**config.mk**
```make
export PLATFORM = sky130hd
export DESIGN_NAME = mem_wb_pipe_reg
export DESIGN_NICKNAME = d
export VERILOG_FILES = /design/src/rtl/mem_wb_pipe_reg.sv
export SDC_FILE = /design/constraint.sdc
export NUM_CORES = 1
export LEC_CHECK = 0
export CAP_MARGIN = 20
export CORE_AREA = 2 2 83 85
export CTS_CLUSTER_SIZE = 28
export DETAILED_ROUTE_END_ITERATION = 12
export DIE_AREA = 0 0 85 87
export DONT_BUFFER_PORTS = 1
export PLACE_DENSITY = 0.49
export SLEW_MARGIN = 20
export SYNTH_ARGS = -nofsm -noshare
export SYNTH_HDL_FRONTEND = slang
export SYNTH_SLANG_ARGS = --single-unit
```
**constraint.sdc**
```tcl
create_clock -name clk -period 0.8 [get_ports clk]
set_clock_uncertainty 0.15 [all_clocks]
set_input_delay 0.16 -clock clk [delete_from_list [all_inputs] [get_ports clk]]
set_output_delay 0.16 -clock clk [all_outputs]
set_load 0.02 [all_outputs]
```
**src/rtl/mem_wb_pipe_reg.sv**
```systemverilog
// rtl/mem_wb_pipe_reg.sv - MEM/WB pipeline register; optional stall/flush via MEM_WB_STALL_FLUSH_EN
module mem_wb_pipe_reg #(
    parameter int DATA_W     = 32,
    parameter int REG_ADDR_W = 5
) (
    input  logic                  clk,
    input  logic                  rst,
    input  logic [DATA_W-1:0]     alu_result_in,
    input  logic [DATA_W-1:0]     mem_data_in,
    input  logic [REG_ADDR_W-1:0] rd_in,
    input  logic                  reg_write_in,
    input  logic                  mem_to_reg_in,
`ifdef MEM_WB_STALL_FLUSH_EN
    input  logic                  stall,
    input  logic                  flush,
`endif
    output logic [DATA_W-1:0]     alu_result_out,
    output logic [DATA_W-1:0]     mem_data_out,
    output logic [REG_ADDR_W-1:0] rd_out,
    output logic                  reg_write_out,
    output logic                  mem_to_reg_out
);

    logic [DATA_W-1:0]     r_alu_result;
    logic [DATA_W-1:0]     r_mem_data;
    logic [REG_ADDR_W-1:0] r_rd;
    logic                  r_reg_write;
    logic                  r_mem_to_reg;

    // A cleared stage is a bubble: reg_write=0 guarantees no register-file write.
    always_ff @(posedge clk) begin
        if (rst) begin
            r_alu_result <= '0;
            r_mem_data   <= '0;
            r_rd         <= '0;
            r_reg_write  <= 1'b0;
            r_mem_to_reg <= 1'b0;
        end
`ifdef MEM_WB_STALL_FLUSH_EN
        else if (flush) begin
            r_alu_result <= '0;
            r_mem_data   <= '0;
            r_rd         <= '0;
            r_reg_write  <= 1'b0;
            r_mem_to_reg <= 1'b0;
        end
        else if (!stall) begin
            r_alu_result <= alu_result_in;
            r_mem_data   <= mem_data_in;
            r_rd         <= rd_in;
            r_reg_write  <= reg_write_in;
            r_mem_to_reg <= mem_to_reg_in;
        end
`else
        else begin
            r_alu_result <= alu_result_in;
            r_mem_data   <= mem_data_in;
            r_rd         <= rd_in;
            r_reg_write  <= reg_write_in;
            r_mem_to_reg <= mem_to_reg_in;
        end
`endif
    end

    assign alu_result_out = r_alu_result;
    assign mem_data_out   = r_mem_data;
    assign rd_out         = r_rd;
    assign reg_write_out  = r_reg_write;
    assign mem_to_reg_out = r_mem_to_reg;

endmodule

```
==> flow_metrics.env <==
export IMPL_drtIter0Drc=19
export IMPL_crit_start="mem_data_out[6]"
export IMPL_die_area_sq_um=7400
export IMPL_syn_area_per_cell_sq_um=12.8
export IMPL_n_antenna_cell=0
export IMPL_cp_start_kind="flip-flop"
export IMPL_place_ws_ns=0.0588
export IMPL_final_nets=297
export IMPL_cts_htree_levels=3
export IMPL_cts_num_sinks=71
export IMPL_end_kind="output port"
export IMPL_grt_util_met3=0.0607
export IMPL_initial_core_util=0.289
export IMPL_violations="negative hold slack, negative setup slack"
export IMPL_cts_made_buffers=9
export IMPL_ant_nets=0
export IMPL_first_global_vias=1354
export IMPL_clk_pin_slew_ns=0.08
export IMPL_critPathArrivalTime_ns=0.72
export IMPL_combPwrFrac=0.057
export IMPL_cts_hold_buf=72
export IMPL_fmax_ghz=0.967
export IMPL_vias=1261
export IMPL_synth_nets=222
export IMPL_cts_buffer_depth=2
export IMPL_layout_setup_ws_ns=-0.234
export IMPL_syn_area_sq_um=1900
export IMPL_setup_viol=72
export IMPL_worstMarginPinSlew_ns=0.368
export IMPL_fin_crit_sh=1.29
export IMPL_postSynthCellCount=149
export IMPL_numPortBuffers=0
export IMPL_dr_pass1_iters=4
export IMPL_min_path_type="input port to flip-flop"
export IMPL_final_cell_mix="71 x nor2b_1, 71 x dfxtp_4, 70 x dlygate4sd3_1"
export IMPL_row_count=30
export IMPL_max_cap_viol_count=0
export IMPL_fp_dieW_um=85
export IMPL_ys_seq_area_frac=0.748
export IMPL_crit_fanout=1
export IMPL_switching_share=0.240
export IMPL_syn2layout_area_growth_pct=65.2
export IMPL_cts_root_buf="clkbuf_8"
export IMPL_rsz0062_at_grt="true"
export IMPL_coreArea_sq_um=6570
export IMPL_io_pins=144
export IMPL_hold_violations=1
export IMPL_synth_distinct_cells=3
export IMPL_pwr_share_clk=0.386
export IMPL_status="complete, but fails checks"
export IMPL_cp_depth=0
export IMPL_antenna_found_initial=0
export IMPL_grt_total_usage=0.128
export IMPL_gr_usage_met2=0.230
export IMPL_wl_per_cell_um=15.0
export IMPL_hold_ws_ns=-0.267
export IMPL_drive_above_1_share=0.376
export IMPL_place_congestion=0.673
export IMPL_cp_endpoint="mem_data_out[6]"
export IMPL_power_mw=7.12
export IMPL_die_h_um=87
export IMPL_viasPerCell=4.08
export IMPL_p_int_mw=5.41
export IMPL_grt_pass1_wl_um=6820
export IMPL_maxSlewHeadroom=0.755
export IMPL_use_met1=0.110
export IMPL_path_class="flip-flop to output port"
export IMPL_wirelength_um=4650
export IMPL_period_needed_ns=1.03
export IMPL_synth_seq_cells=71
export IMPL_crit_required_ns=0.49
export IMPL_slew_violations=0
export IMPL_drc=0
export IMPL_power_density_nw_per_um2=2270
export IMPL_p_sw_mw=1.71
export IMPL_overflow=0
export IMPL_leakagePower_nw=1.27
export IMPL_p_seq_frac=0.556
export IMPL_grt_busiest_layer="met2"
export IMPL_cts_tree="done"
export IMPL_grt_max_degree=65
export IMPL_yosys_warnings=0
export IMPL_ir_worst_vdd_v=0.00138
## sequential cells by signal, indices dropped and copies added, names as in the netlist
name and flops:
rd_out 5, mem_to_reg_out 1, reg_write_out 1, alu_result_out 32, mem_data_out 32
## metrics by stage
step | util | hold slack (ns) | setup TNS, ns | std cells | instance area, sq um
finish | 0.478 | -0.267 | -15.80 | 309 | 3140
global route | 0.478 | -0.243 | -18.20 | 309 | 3140
CTS | 0.479 | 0.247 | -18.72 | 310 | 3150
detailed placement | 0.299 | 0.0910 | 0 | 222 | 1970
global placement | 0.299 | 0.0877 | 0 | 222 | 1970
floorplan | - | 0.0816 | 0 | 149 | 1900
## repair_timing
action,4_1_cts,5_1_grt
buffers inserted,0,0
endpoints found under the setup margin,71,80
cloned,0,0
hold endpoints to repair,71,1
gates resized for setup,142,1
## how the worst min path moves through the flow
stage / start / end / slack [ns] / depth (start not counted)
6_report: rst / alu_result_out[0] / -0.27 / 1
3_5_place_dp: rst / alu_result_out[27] / 0.09 / 1
5_1_grt: rst / alu_result_out[0] / -0.24 / 1
2_1_floorplan: rst / alu_result_out[29] / 0.08 / 1
4_1_cts: rst / alu_result_out[0] / 0.25 / 2
3_3_place_gp: rst / alu_result_out[25] / 0.09 / 1
## layer usage
metal / part of all wire / vias to the layer above
met4: 0.028 / 0
met3: 0.11 / 12
met5: 0 / -
li1: - / 595
met2: 0.53 / 94
met1: 0.33 / 560
## cells in the mapped netlist
master	count	area, sq um
dfxtp_1	71	1420
nor2b_1	71	444
buf_2	7	35.0
## power groups by stage
stage	sequential (mW)	combinational [mW]	clock, mW
finish	3.96	0.407	2.75
global route	3.98	0.449	3.03
CTS	3.96	0.407	2.85
detailed placement	4.13	0.144	0
global placement	4.13	0.134	0
floorplan	4.10	0.162	0
## area by class of cell
| cell class | count | area, sq um |
|---|---|---|
| multi-input cells | 71 | 444 |
| flip-flops and latches | 71 | 1690 |
| clock buffers | 10 | 128 |
| fillers | 572 | 3430 |
| clock inverters | 6 | 67.6 |
| repair buffers | 71 | 713 |
| well taps | 80 | 100 |
## logic make-up (layout without fill, tap and decap cells)
family,after synthesis,after routing,share of synthesized area
flops,71,71,0.748
simple gates,71,71,0.234
buf+inv,7,87,0.0184
(Power assumes the default switching activity.)
